--- src/rtl/jtag_host.sv ---
// Host-side JTAG driver: turns parallel RESET/SHIFT_IR/SHIFT_DR/IDLE commands into
// TCK/TMS/TDI sequences starting and ending in Run-Test/Idle, and returns captured TDO.
module jtag_host #(
    parameter int unsigned CLK_DIV = 4,
    parameter int unsigned MAX_LEN = 128,
    parameter int unsigned LEN_W   = 8
) (
    input  logic               clk,
    input  logic               rst_n,
    input  logic               cmd_valid,
    output logic               cmd_ready,
    input  logic [1:0]         cmd_op,
    input  logic [LEN_W-1:0]   cmd_len,
    input  logic [MAX_LEN-1:0] cmd_data,
    output logic               rsp_valid,
    input  logic               rsp_ready,
    output logic [MAX_LEN-1:0] rsp_data,
    output logic               busy,
    output logic               tck,
    output logic               tms,
    output logic               tdi,
    input  logic               tdo
);
    localparam int unsigned CNT_W  = $clog2(2 * CLK_DIV);
    localparam int unsigned DIDX_W = (MAX_LEN > 1) ? $clog2(MAX_LEN) : 1;
    localparam int unsigned LENP_W = LEN_W + 1;

    localparam logic [1:0] OP_RESET    = 2'd0;
    localparam logic [1:0] OP_SHIFT_IR = 2'd1;
    localparam logic [1:0] OP_SHIFT_DR = 2'd2;
    localparam logic [1:0] OP_IDLE     = 2'd3;

    localparam logic [CNT_W-1:0] CNT_RISE = CNT_W'(CLK_DIV - 1);
    localparam logic [CNT_W-1:0] CNT_FALL = CNT_W'(2 * CLK_DIV - 1);

    typedef enum logic [2:0] {
        S_AUTO_RST, S_IDLE, S_PRE, S_SHIFT, S_POST, S_RSP
    } state_t;

    state_t               state, state_d, nst;
    logic [1:0]           op_q, op_d;
    logic [LEN_W-1:0]     len_q, len_d, len_eff;
    logic [MAX_LEN-1:0]   data_q, data_d;
    logic [LEN_W-1:0]     idx, idx_d, nidx;
    logic [LENP_W-1:0]    nidx_w;
    logic [CNT_W-1:0]     cnt, cnt_d;
    logic                 tck_d, tms_d, tdi_d;
    logic                 cmd_ready_d, rsp_valid_d, busy_d;
    logic [MAX_LEN-1:0]   rsp_data_d;

    // Number of TCK bits in the segment a bit-driving state runs
    function automatic logic [LEN_W-1:0] seg_len(input state_t st, input logic [1:0] op,
                                                  input logic [LEN_W-1:0] len);
        logic [LEN_W-1:0] n;
        n = '0;
        case (st)
            S_AUTO_RST: n = LEN_W'(6);
            S_PRE: begin
                case (op)
                    OP_RESET:    n = LEN_W'(6);
                    OP_SHIFT_IR: n = LEN_W'(4);
                    OP_SHIFT_DR: n = LEN_W'(3);
                    default:     n = len;
                endcase
            end
            S_SHIFT: n = len;
            S_POST:  n = LEN_W'(2);
            default: n = '0;
        endcase
        return n;
    endfunction

    // TMS value for bit idx of a segment; non-driving states return the idle level 0
    function automatic logic seg_tms(input state_t st, input logic [1:0] op,
                                     input logic [LEN_W-1:0] i, input logic [LEN_W-1:0] len);
        logic t;
        t = 1'b0;
        case (st)
            S_AUTO_RST: t = (i < LEN_W'(5));
            S_PRE: begin
                case (op)
                    OP_RESET:    t = (i < LEN_W'(5));
                    OP_SHIFT_IR: t = (i < LEN_W'(2));
                    OP_SHIFT_DR: t = (i == '0);
                    default:     t = 1'b0;
                endcase
            end
            S_SHIFT: t = (i == len - LEN_W'(1));
            S_POST:  t = (i == '0);
            default: t = 1'b0;
        endcase
        return t;
    endfunction

    always_ff @(posedge clk or negedge rst_n) begin
        if (!rst_n) begin
            state     <= S_AUTO_RST;
            op_q      <= OP_RESET;
            len_q     <= '0;
            data_q    <= '0;
            idx       <= '0;
            cnt       <= '0;
            tck       <= 1'b0;
            tms       <= 1'b1;
            tdi       <= 1'b0;
            cmd_ready <= 1'b0;
            rsp_valid <= 1'b0;
            rsp_data  <= '0;
            busy      <= 1'b1;
        end else begin
            state     <= state_d;
            op_q      <= op_d;
            len_q     <= len_d;
            data_q    <= data_d;
            idx       <= idx_d;
            cnt       <= cnt_d;
            tck       <= tck_d;
            tms       <= tms_d;
            tdi       <= tdi_d;
            cmd_ready <= cmd_ready_d;
            rsp_valid <= rsp_valid_d;
            rsp_data  <= rsp_data_d;
            busy      <= busy_d;
        end
    end

    always_comb begin
        state_d     = state;
        op_d        = op_q;
        len_d       = len_q;
        data_d      = data_q;
        idx_d       = idx;
        cnt_d       = cnt;
        tck_d       = tck;
        tms_d       = tms;
        tdi_d       = tdi;
        rsp_valid_d = rsp_valid;
        rsp_data_d  = rsp_data;
        nst         = state;
        nidx_w      = {1'b0, idx} + LENP_W'(1);
        nidx        = nidx_w[LEN_W-1:0];

        // Shift lengths clamp to 1..MAX_LEN; IDLE counts are taken as-is
        len_eff = cmd_len;
        if (cmd_op != OP_IDLE) begin
            if (cmd_len == '0)
                len_eff = LEN_W'(1);
            else if (cmd_len > LEN_W'(MAX_LEN))
                len_eff = LEN_W'(MAX_LEN);
        end

        case (state)
            S_IDLE: begin
                if (cmd_valid && cmd_ready) begin
                    op_d       = cmd_op;
                    len_d      = len_eff;
                    data_d     = cmd_data;
                    rsp_data_d = '0;
                    idx_d      = '0;
                    cnt_d      = '0;
                    tck_d      = 1'b0;
                    tdi_d      = 1'b0;
                    if (cmd_op == OP_IDLE && cmd_len == '0) begin
                        state_d = S_RSP;
                    end else begin
                        state_d = S_PRE;
                        tms_d   = seg_tms(S_PRE, cmd_op, '0, len_eff);
                    end
                end
            end
            S_AUTO_RST, S_PRE, S_SHIFT, S_POST: begin
                cnt_d = cnt + CNT_W'(1);
                if (cnt == CNT_RISE) begin
                    tck_d = 1'b1;
                    if (state == S_SHIFT)
                        rsp_data_d[idx[DIDX_W-1:0]] = tdo;
                end
                // Falling edge ends the current bit and launches the next one
                if (cnt == CNT_FALL) begin
                    tck_d = 1'b0;
                    cnt_d = '0;
                    if (nidx_w < {1'b0, seg_len(state, op_q, len_q)}) begin
                        idx_d = nidx;
                        nst   = state;
                    end else begin
                        idx_d = '0;
                        case (state)
                            S_AUTO_RST: nst = S_IDLE;
                            S_PRE:      nst = (op_q == OP_SHIFT_IR || op_q == OP_SHIFT_DR) ? S_SHIFT : S_RSP;
                            S_SHIFT:    nst = S_POST;
                            default:    nst = S_RSP;
                        endcase
                    end
                    state_d = nst;
                    tms_d   = seg_tms(nst, op_q, idx_d, len_q);
                    tdi_d   = (nst == S_SHIFT) ? data_q[idx_d[DIDX_W-1:0]] : 1'b0;
                end
            end
            S_RSP: begin
                if (!rsp_valid) begin
                    rsp_valid_d = 1'b1;
                end else if (rsp_ready) begin
                    rsp_valid_d = 1'b0;
                    state_d     = S_IDLE;
                end
            end
            default: state_d = S_AUTO_RST;
        endcase

        cmd_ready_d = (state_d == S_IDLE);
        busy_d      = (state_d == S_AUTO_RST) || (state_d == S_PRE) ||
                      (state_d == S_SHIFT) || (state_d == S_POST);
    end

endmodule
--- config.mk ---
export PLATFORM = sky130hd
export DESIGN_NAME = jtag_host
export DESIGN_NICKNAME = d
export VERILOG_FILES = /design/src/rtl/jtag_host.sv
export SDC_FILE = /design/constraint.sdc
export NUM_CORES = 1
export LEC_CHECK = 0
export BUFFER_PORTS_ARGS = -buffer_cell sky130_fd_sc_hd__buf_2
export CORE_ASPECT_RATIO = 1.1
export CORE_MARGIN = 5
export CORE_UTILIZATION = 30
export CTS_CLUSTER_DIAMETER = 40
export CTS_CLUSTER_SIZE = 28
export DETAILED_ROUTE_END_ITERATION = 10
export GPL_ROUTABILITY_DRIVEN = 0
export GPL_TIMING_DRIVEN = 0
export PLACE_DENSITY = 0.5
export SETUP_SLACK_MARGIN = 0.05
export SLEW_MARGIN = 20
export SYNTH_ARGS = -nofsm -noshare
export SYNTH_HDL_FRONTEND = slang
export SYNTH_SLANG_ARGS = --single-unit
--- constraint.sdc ---
create_clock -name clk -period 5.6 [get_ports clk]
set_input_delay 0.28 -clock clk [delete_from_list [all_inputs] [get_ports clk]]
set_output_delay 0.28 -clock clk [all_outputs]
set_load 0.05 [all_outputs]
==> results.txt, run 1 <==
----------------------------------------------------
[Yosys]
  XOR/XNOR Fraction of Synth Area ... 1.04%
  Top FF cell, synth ... dfrtp_1
  Fraction of the mapped netlist area in compound gates ... between 20% and 30%
  Synth Area in Adders ... about 1.4%
  Area fraction in and, or, nand and nor cells after synthesis ... between 10% and 20%
  Number of synthesized register bits ... ~290
  Net Count, Synth ... approximately 1.8k
  Synth async-reset ratio ... 100%
  Combinational family with the most area after synthesis ... compound AO/OA/AOI/OAI gates
  Number of instances in the synthesized netlist ... between 1.5k and 2k
  Multiplexer fraction of the synthesized cell area ... between 3 and 4%
  Sequential area share after synthesis ... between 50% and 60%
  Total standard cell area after synthesis ... approximately 14000 sq um
  Count of cell types in the netlist ... just over 70
  Count of flip-flops with a built-in enable after synthesis ... 0
  Yosys synthesis warning count ... 0
  Mean cell area of the mapped netlist ... between 8 and 9 sq um

[Setup path]
  Reg2Reg Capture Point ... tdi
  WS Path Type ... reg -> reg
  Endpoint required time on the critical path ... between 6 and 7 ns
  Kind of end point of the critical path ... register
  R2R depth ... 16
  Maximum fanout along the worst path ... 10
  Worst setup path start ... idx[1]
  Launching element type of the critical path ... register
  Reg-to-Reg Start ... idx[1]
  Register-to-Register Setup Slack ... ~0.34 ns
  Endpoint arrival time on the critical path ... slightly below 6 ns

[Final layout]
  Ratio of cells with drive above 1 in the final layout ... about a fifth
  Area of combinational cells with multiple inputs ... between 6000 and 7000 sq um
  Most frequent standard cell in the layout excluding fill and tap cells ... nand2_1
  Finished layout cell area ... just under 20000 sq um
  Area of all sequential standard cells ... slightly above 7000 sq um
  Commonest cells after routing, fill and taps aside ... nand2_1, buf_2, dfrtp_1
  Final core occ ... between 40% and 50%
  Fill count ... 4724
  Non-filler instance count after layout ... around 2.8k
  Final-stage net count ... roughly 2.3k
  Area growth from synthesis to layout ... 38.9%

[Clock tree]
  Clock root buffer ... clkbuf_16
  Count of clock tree sinks ... between 200 and 300
  Register clock-pin slew on the reported worst setup and hold paths ... 0.06 ns
  CTS tree ... yes
  Skew-Pair Late Insertion Delay ... slightly below 0.6 ns
  CTS HTree Levels ... 2
  Number of CTS-inserted buffers ... 49
  Longest Clk Path Bufs ... 3
  Post-CTS setup buffers ... 0

[Place]
  Setup Slack @ Placement ... -0.442 ns
  IO Port Bufs ... approximately 280
  Placement Cell Area ... around 17000 sq um
  Placed Instances ... approximately 2.6k
  Detailed Place HPWL ... between 40000 and 50000 um

[Floorplanning]
  Top Ports ... around 280
  Width of the die ... ~220 um
  Die Outline Area ... slightly above 50000 sq um
  Area of the core region ... between 40000 and 50000 sq um
  Standard-cell rows ... 83
  Vertical die dimension ... ~240 um
  Starting utilization of the core area ... 30.3%

[Timing]
  Finish-stage setup viols ... 0
  Smallest setup slack after layout ... between 0.3 and 0.4 ns
  Setup repair after global routing missed its margin ... false
  Slew at the pin with the worst max-slew slack ... around 1.1 ns
  Post-route clock period utilization ... between 90% and 100%
  Worst Clk Skew ... around 0.025 ns
  Final Max Slew Viols ... 0
  Relative slew slack ... a little over a quarter
  Peak clock frequency supported by timing ... around 0.19 GHz
  Time the worst path needs with I/O delays and setup ... about 5.3 ns
  Number of failing hold endpoints at the final stage ... 0

[GRT]
  First-pass GRT wire length ... between 80000 and 90000 um
  Via count of the first global-routing pass ... about 15k
  Initial antenna violation count ... 0
  Pin count of the biggest net entering global routing ... around 100
  Global Route Usage Sum ... between 20 and 25%
  Overflow left after global routing ... 0

[Hold path]
  Count of cells along the worst hold path ... 3
  Hold EP ... len_q[0]
  Min-Delay Startpoint ... cmd_len[0]
  Class of the worst hold path ... in -> reg

[Routing]
  Initial DRC count ... around 1.2k
  Remaining routing DRC violations ... 0
  Detailed Route WL ... about 58000 um
  Antenna-violating nets left ... 0
  Average wire per cell in the routed design ... approximately 21 um
  Avg Vias per Cell ... between 5 and 6
  Via Count ... ~15k
  First-pass iteration count of the detailed router ... 5

[Job]
  Max-cap violation count ... 0

[Outcome]
  Result of the run ... finished clean

[Pwr]
  Pwr Density ... roughly 570 nW/um^2
  Worst vdd rail ir drop ... about 0.28 mV
  Reported leakage power ... between 0.009 and 0.01 uW

----------------------------------------------------
[through the flow]
stage / power [uW] / setup TNS (ns) / hold slack [ns]
after floorplan: 6170 / 0 / -0.0156
after global placement: 7720 / -387.98 / 0.455
after detailed placement: 7800 / -0.680 / 0.260
after CTS: 11200 / 0 / 0.0330
after global routing: 11900 / 0 / 0.0603
final: 11200 / 0 / 0.0619
[final cells by class]
class	instances	share of cell area (%)
multi-input combinational	1234	33.1
inverter	18	0.349
timing repair buffer	419	14.6
tap	637	4.04
clock buffer	60	6.73
buffer	123	2.51
sequential	286	36.3
antenna	1	0.0127
clock inverter	32	2.40
[registers in the layout, indices dropped and copies added (netlist names)]
signal     flops
data_q       128
busy           1
tms            1
idx            8
cmd_ready      1
rsp_valid      1
tck            1
len_q          8
op_q           2
tdi            1
state          3
cnt            3
rsp_data     128
[report_power, final]
group	switching [uW]	internal [uW]	total (uW)
Clock	1140	2130	3270
Sequential	365	2620	2990
Combinational	3310	1650	4960
[worst max-delay path, cell delays in order (launching register included)]
cell and delay [ns]:
dfrtp_1 0.46, ha_1 0.21, buf_2 0.21, xnor2_4 0.39, clkinv_2 0.35, clkbuf_2 0.38
clkbuf_1 0.37, ha_1 0.40, nand4_1 0.10, or2_2 0.33, o211ai_4 0.42, buf_2 0.35
nor4_1 0.10, a2bb2oi_1 0.23, o211ai_1 0.13, or4b_1 0.60, o21ai_1 0.16
[logic make-up after synthesis]
| family | after synthesis |
|---|---|
| and+or+nand+nor | 635 |
| DFF | 286 |
| xor gates and xnor gates | 16 |
| muxes | 31 |
| AOI/OAI and AO/OA | 536 |
| buffers and inverters | 141 |
| adders and majority gates | 16 |
[worst max-delay path by stage]
stage,endpoint,slack [ns],cells after the start
after global placement,rsp_data[67],-1.38,1
final,tdi,0.34,16
after floorplan,tdi,1.55,17
after global routing,tdi,0.14,17
after CTS,tdi,0.18,17
after detailed placement,tdi,-0.44,17
[synthesized netlist by cell type (10+ instances only)]
cell      number  share of area (%)
buf_1         10               0.26
nor3_1        23               0.81
nand2_1      469                 12
inv_1         16               0.42
o21ai_0      279                9.8
nand3_1       35                1.2
a21oi_1      154                5.4
mux2i_1       16                1.1
nor2_1        46                1.2
ha_1          16                1.4
dfrtp_1      284                 50
clkbuf_1     101                2.7
[timing repair]
item | 4_1_cts | 5_1_grt
hold endpoints to repair | 189 | 0
gates resized for setup | 3 | 4
hold buffers | 139 | 0
setup endpoints to repair | 2 | 2
[metal layers]
metal / part of all wire, % / track usage [%] / vias to the layer above
met4: 3.9 / 8.64 / 0
met1: 42 / 28.5 / 7009
li1: - / - / 6751
met5: 0 / 0 / -
met2: 47 / 35.7 / 615
met3: 7.4 / 4.01 / 150
(Power assumes the default switching activity.)
==> run 2, diff against run 1 <==
CORE_UTILIZATION = 36   (was 30)
PLACE_DENSITY = not set   (was 0.5)
==> run 2 against run 1 <==
  * Sequential share of layout area grew 1.0 points
  * Count of clock-buffer cells in the layout shrank 6
  * Critical path depth shrank 1
  * Wire length shrank 4.5%
  * Non-clock buffer count shrank 5
  * Hold slack lost 0.039 ns
  * Final cell count shrank 5.4%
  * Combinational power shrank 1%
  * Global-route usage grew 2.8 points
  * Clock skew grew 0.012 ns
  * Register-to-register slack gained 0.12 ns
  * Critical endpoint unchanged
  * Highest routed layer is now met5
==> results.txt, run 2 (synthesis gave the netlist of run 1 again) <==
----------------------------------------------------
[Outcome]
  Result of the run ... finished clean

[Setup path]
  Critical-path cell with the highest stage delay ... xnor2_1
  Launching element type of the critical path ... register
  Slowest cell delay on critical path ... 0.88 ns (+0.28 ns)
  Critical path depth ... 15 (-1)
  Critical Path, Cell by Cell ... ha_1 -> buf_2 -> and3_1 -> xnor2_1 -> inv_1 -> ha_1 -> nand4_1 -> or2_2 -> o211ai_4 -> buf_2 -> nor4_1 -> a2bb2oi_1 -> o211ai_1 -> or4b_1 -> o21ai_1
  WS Path Type ... reg -> reg
  Maximum fanout along the worst path ... 10 (unchanged)
  Endpoint arrival time on the critical path ... 5.61 ns (-0.16 ns)
  Kind of end point of the critical path ... register
  Number of buffer and inverter stages on the critical path ... 3 (-2)
  Endpoint required time on the critical path ... 6.06 ns (-0.05 ns)
  Family with the most delay on the worst path ... simple AND/OR/NAND/NOR gates
  R2R depth ... 15 (-1)
  Register-to-Register Setup Slack ... 0.45 ns (+0.12 ns)

[Timing]
  Time the worst path needs with I/O delays and setup ... 5.15 ns (-0.117 ns)
  Final TNS setup ... 0 ns (unchanged)
  Finish-stage setup viols ... 0 (unchanged)
  Relative slew slack ... 24.3% (-2.3 points)
  Slew at the pin with the worst max-slew slack ... 1.13 ns (+0.0341 ns)
  Smallest setup slack after layout ... 0.453 ns (+0.117 ns)
  Worst Clk Skew ... 0.0371 ns (+0.0123 ns)
  Post-route clock period utilization ... 91.9% (-2.1 points)
  Peak clock frequency supported by timing ... 0.194 GHz (+2.3%)
  Final Max Slew Viols ... 0 (unchanged)
  Setup repair after global routing missed its margin ... false
  Number of failing hold endpoints at the final stage ... 0 (unchanged)
  Hold_ws ... 0.0228 ns (-0.0391 ns)

[Hold path]
  Class of the worst hold path ... in -> reg
  Count of cells along the worst hold path ... 3 (unchanged)

[Pwr]
  Combinational group share of total power ... 46.1% (+1.9 points)
  Pwr Density ... 555 nW/um^2 (-2.3%)
  Cell-internal power ... 5990 uW (-6.4%)
  Worst vdd rail ir drop ... 0.281 mV (-1.0%)
  Share of total power consumed by net switching ... 43.8% (+0.84 points)
  Clock network fraction of total power ... 25.9% (-3.3 points)
  Net switching power ... 4670 uW (-3.1%)
  Power share of the sequential group ... 28.0% (+1.4 points)
  Reported leakage power ... 0.00922 uW (-1.9%)

[Floorplanning]
  Top Ports ... 277 (unchanged)
  Vertical die dimension ... 218 um (-8.3%)
  Area of the core region ... 39100 sq um (-17%)
  Width of the die ... 199 um (-8.3%)
  Standard-cell rows ... 76 (-8.4%)
  Die Outline Area ... 43600 sq um (-16%)
  Starting utilization of the core area ... 36.4% (+6.0 points)

[GRT]
  Overflow left after global routing ... 0 (unchanged)
  First-pass GRT wire length ... 84300 um (-4.5%)
  Via count of the first global-routing pass ... 14.6k (-0.51%)
  Global Route Usage Sum ... 24.6% (+2.8 points)
  Pin count of the biggest net entering global routing ... 99 (unchanged)
  Initial antenna violation count ... 2 (+2)

[Clock tree]
  Clock root buffer ... clkbuf_16
  Count of clock tree sinks ... 286 (unchanged)
  Number of CTS-inserted buffers ... 42 (-14%)
  Register clock-pin slew on the reported worst setup and hold paths ... 0.06 ns (about the same)
  CTS tree ... yes
  Skew-Pair Late Insertion Delay ... 0.55 ns (-0.04 ns)
  Longest Clk Path Bufs ... 3 (unchanged)
  CTS HTree Levels ... 2 (unchanged)

[Final layout]
  Fill count ... 3711 (-21%)
  Commonest cells after routing, fill and taps aside ... nand2_1, buf_2, dfrtp_1
  Final-stage net count ... 2278 (-0.52%)
  Most frequent standard cell in the layout excluding fill and tap cells ... nand2_1
  Ratio of cells with drive above 1 in the final layout ... 18.9% (-0.52 points)
  Registers with the most flip-flops ... data_q x128, rsp_data x128
  Area growth from synthesis to layout ... 35.0%
  N_diodes ... 0 (-1)

[Routing]
  Detailed Route WL ... 55200 um (-4.5%)
  Initial DRC count ... 1467 (+24%)
  Average wire per cell in the routed design ... 20.8 um (+0.92%)
  Avg Vias per Cell ... 5.58 (+7.9%)
  Antenna-violating nets left ... 0 (unchanged)
  First-pass iteration count of the detailed router ... 5 (unchanged)
  Via Count ... 14.8k (+2.1%)
  Remaining routing DRC violations ... 0 (unchanged)

[Place]
  Setup Slack @ Placement ... -0.306 ns (+0.136 ns)
  IO Port Bufs ... 276 (unchanged)
  Detailed Place HPWL ... 38000 um (-7.1%)

[Job]
  Max-cap violation count ... 0 (unchanged)

----------------------------------------------------
-- run 2: final timing paths --
kind                        startpoint     endpoint
hold reg to reg            data_q[107]  data_q[107]
max in group asynchronous        rst_n   data_q[14]
hold / removal               cmd_op[1]      op_q[1]
setup reg to reg                idx[1]          tdi
min in group asynchronous        rst_n   data_q[93]
setup / recovery                idx[1]          tdi
-- run 2: power groups by stage --
| stage | sequential (uW) | clock [uW] | combinational, uW |
|---|---|---|---|
| 6_report | 2990 | 2760 | 4910 |
| 5_1_grt | 3040 | 2890 | 5320 |
| 4_1_cts | 2980 | 2790 | 4790 |
| 3_5_place_dp | 3010 | 0 | 4690 |
| 3_3_place_gp | 2990 | 0 | 4600 |
| 2_1_floorplan | 3070 | 0 | 3100 |
-- run 2: final cells by class --
| class | count | area (sq um) | share of cell area [%] |
|---|---|---|---|
| Sequential cell | 286 | 7160 | 37.3 |
| Multi-Input combinational cell | 1234 | 6530 | 34.1 |
| Timing Repair Buffer | 415 | 2830 | 14.8 |
| Clock buffer | 54 | 1170 | 6.08 |
| Tap cell | 507 | 634 | 3.31 |
| Buffer | 122 | 490 | 2.56 |
| Clock inverter | 23 | 303 | 1.58 |
| Inverter | 18 | 68.8 | 0.359 |
-- run 2: through the flow --
stage               cells  total power, uW  util [%]  area [sq um]
floorplan            1661             6170         -         14200
global placement     2444             7590      41.5         16200
detailed placement   2449             7700      41.9         16400
CTS                  2660            10600      49.1         19200
global route         2659            11300      49.1         19200
finish               2659            10700      49.1         19200
-- run 2: per-layer routing --
layer  up-vias  wire (um)  track usage (%)
li1       6723          -                -
met1      7106      22100             32.7
met2       811      25400             39.6
met3       184       5190             4.66
met4         2       2410             10.0
met5         -         11                0
-- run 2: what timing repair did --
item,CTS,global route
hold endpoints to repair,260,0
cloned,0,0
gates resized for setup,2,3
endpoints found under the setup margin,2,2
setup buffers,0,0
hold buffers,134,0
-- run 2: worst min-delay path, cell delays in order --
cell     delay (ns)
buf_2          0.12
nand2_1        0.05
o21ai_0        0.06
==> run 3, diff against run 2 <==
BUFFER_PORTS_ARGS = not set   (was -buffer_cell sky130_fd_sc_hd__buf_2)
DONT_BUFFER_PORTS = 1   (was not set)
==> run 3 against run 2 <==
  * Setup slack got worse by 0.15 ns
  * The flow now finishes with violations (negative hold slack)
  * Hold slack worse by 0.57 ns
  * Design area down 6.8%
  * Wire length shrank 3.2%
  * Register-to-register slack got worse by 0.15 ns
==> results.txt, run 3 (synthesis gave the netlist of run 1 again) <==
----------------------------------------------------
[Outcome]
  Result of the run ... complete, but fails checks
  Violated checks ... negative hold slack

[Final layout]
  Fill count ... 3700 (-0.30%)
  Area growth from synthesis to layout ... 25.8%
  Ratio of cells with drive above 1 in the final layout ... 7.21% (-12 points)
  Final-stage net count ... 2008 (-12%)
  Area of combinational cells with multiple inputs ... 6530 sq um (unchanged)
  Commonest cells after routing, fill and taps aside ... nand2_1, dfrtp_1, o21ai_0
  Most frequent standard cell in the layout excluding fill and tap cells ... nand2_1
  Area of all sequential standard cells ... 7160 sq um (unchanged)
  Final core occ ... 45.8% (-3.3 points)
  Registers with the most flip-flops ... data_q x128, rsp_data x128
  Finished layout cell area ... 17900 sq um (-6.8%)

[GRT]
  Pin count of the biggest net entering global routing ... 287 (+190%)
  Met2 routing resource usage after global routing ... 38.4% (-1.2 points)
  Initial antenna violation count ... 3 (+1)
  First-pass GRT wire length ... 81600 um (-3.2%)
  Met3 Resource Use GR ... 6.51% (+1.9 points)
  Top Usage Layer GRT ... met2
  Global Route Usage Sum ... 23.9% (-0.65 points)
  Via count of the first global-routing pass ... 13.8k (-5.5%)
  Overflow left after global routing ... 0 (unchanged)
  GRT met1 Usage ... 30.7% (-2.0 points)

[Routing]
  Remaining routing DRC violations ... 0 (unchanged)
  First-pass iteration count of the detailed router ... 5 (unchanged)
  Initial DRC count ... 1278 (-13%)
  Antenna-violating nets left ... 0 (unchanged)
  Avg Vias per Cell ... 5.72 (+2.6%)
  Average wire per cell in the routed design ... 22.3 um (+7.5%)
  Detailed Route WL ... 53400 um (-3.2%)
  Via Count ... 13.7k (-7.6%)

[Timing]
  Relative slew slack ... 25.8% (+1.5 points)
  Worst Clk Skew ... 0.0264 ns (-0.0107 ns)
  Hold_ws ... -0.544 ns (-0.567 ns)
  Slew at the pin with the worst max-slew slack ... 1.10 ns (-0.0228 ns)
  Final Max Slew Viols ... 0 (unchanged)
  Time the worst path needs with I/O delays and setup ... 5.30 ns (+0.148 ns)
  Peak clock frequency supported by timing ... 0.189 GHz (-2.8%)
  Smallest setup slack after layout ... 0.304 ns (-0.148 ns)
  Setup repair after global routing missed its margin ... false
  Finish-stage setup viols ... 0 (unchanged)
  Post-route clock period utilization ... 94.6% (+2.6 points)
  Number of failing hold endpoints at the final stage ... 286 (+286)

[Setup path]
  Launching element type of the critical path ... register
  Maximum fanout along the worst path ... 10 (unchanged)
  WS Path Type ... reg -> reg
  Endpoint required time on the critical path ... 6.09 ns (+0.03 ns)
  Endpoint arrival time on the critical path ... 5.79 ns (+0.18 ns)
  Kind of end point of the critical path ... register

[Floorplanning]
  Width of the die ... 199 um (unchanged)
  Area of the core region ... 39100 sq um (unchanged)
  Top Ports ... 277 (unchanged)
  Starting utilization of the core area ... 36.4% (unchanged)
  Standard-cell rows ... 76 (unchanged)
  Vertical die dimension ... 218 um (unchanged)
  Die Outline Area ... 43600 sq um (unchanged)

[Pwr]
  Pwr Density ... 596 nW/um^2 (+7.3%)
  Worst vdd rail ir drop ... 0.437 mV (+56%)
  Reported leakage power ... 0.00796 uW (-14%)
  Design Power ... 10700 uW (about the same)

[Place]
  IO Port Bufs ... 0 (-100%)
  Setup Slack @ Placement ... -0.169 ns (+0.137 ns)
  Detailed Place HPWL ... 36400 um (-4.0%)
  Placement Cell Area ... 14900 sq um (-9.0%)

[Clock tree]
  CTS HTree Levels ... 2 (unchanged)
  Clock root buffer ... clkbuf_16
  Register clock-pin slew on the reported worst setup and hold paths ... 0.05 ns (about the same)
  Skew-Pair Late Insertion Delay ... 0.58 ns (+0.03 ns)
  CTS tree ... yes
  Post-CTS setup buffers ... 0 (unchanged)
  Count of clock tree sinks ... 286 (unchanged)
  Longest Clk Path Bufs ... 3 (unchanged)
  Number of CTS-inserted buffers ... 45 (+7.1%)
  Cts hold-fix bufs ... 139 (+3.7%)

[Hold path]
  Class of the worst hold path ... in -> async

[Job]
  Max-cap violation count ... 0 (unchanged)

----------------------------------------------------
## run 3: cell types whose count changed in the layout (fill, tap and decap cells not counted), sizes merged
cell,previous run,this run
buf,303,24
clkbuf,154,155
clkinv,9,15
diode,0,2
dlygate4sd3,134,139
inv,23,24
## run 3: critical path, stage by stage, from the launching register on
cell and delay [ns]:
dfrtp_1 0.46, ha_1 0.21, buf_2 0.20, xnor2_4 0.37, clkinv_2 0.33, clkbuf_1 0.41
clkbuf_1 0.37, ha_1 0.39, a21oi_1 0.07, o21ai_0 0.22, nor2b_1 0.17, clkbuf_2 0.30
clkbuf_1 0.50, nor4_1 0.11, a2bb2oi_1 0.23, o211ai_1 0.14, or4b_1 0.58, o21ai_1 0.15
## run 3: per-layer routing
metal,wire (um),vias up
met4,2170,2
met1,20600,6642
met5,7,-
met3,5840,146
met2,24800,750
li1,-,6166
## run 3: final timing paths
kind                       startpoint          to  slack, ns  cells past startpoint
setup reg to reg               idx[1]         tdi       0.30                     17
hold / removal                  rst_n   cmd_ready      -0.54                      0
max in group asynchronous       rst_n  data_q[33]       5.54                      0
min in group clk            cmd_op[1]    state[1]       0.08                      3
hold reg to reg            data_q[12]  data_q[12]       0.47                      2
setup / recovery               idx[1]         tdi       0.30                     17
## run 3: power by group
part,internal [uW],total [uW],switching (uW)
combinational,1570,4570,3000
sequential,2620,3180,562
clock,1810,2910,1090
total,6000,10700,4660
## run 3: final cells by class
class	count	area share (%)
flip-flops and latches	286	40.0
multi-input cells	1234	36.5
repair buffers	141	7.86
clock buffers	54	6.82
well taps	507	3.55
plain buffers	123	2.76
clock inverters	30	2.02
inverters	18	0.385
diodes	2	0.0280
## run 3: timing repair
item                       4_1_cts  5_1_grt
gates resized for setup          2        1
hold endpoints to repair       426      286
pin swaps                        0        0
cloned                           0        0
setup endpoints to repair        2        2
## run 3: metrics by stage
stage	TNS [ns]	std cells
2_1_floorplan	0	1661
3_3_place_gp	-0.190	2168
3_5_place_dp	-0.180	2170
4_1_cts	0	2393
5_1_grt	0	2395
6_report	0	2395
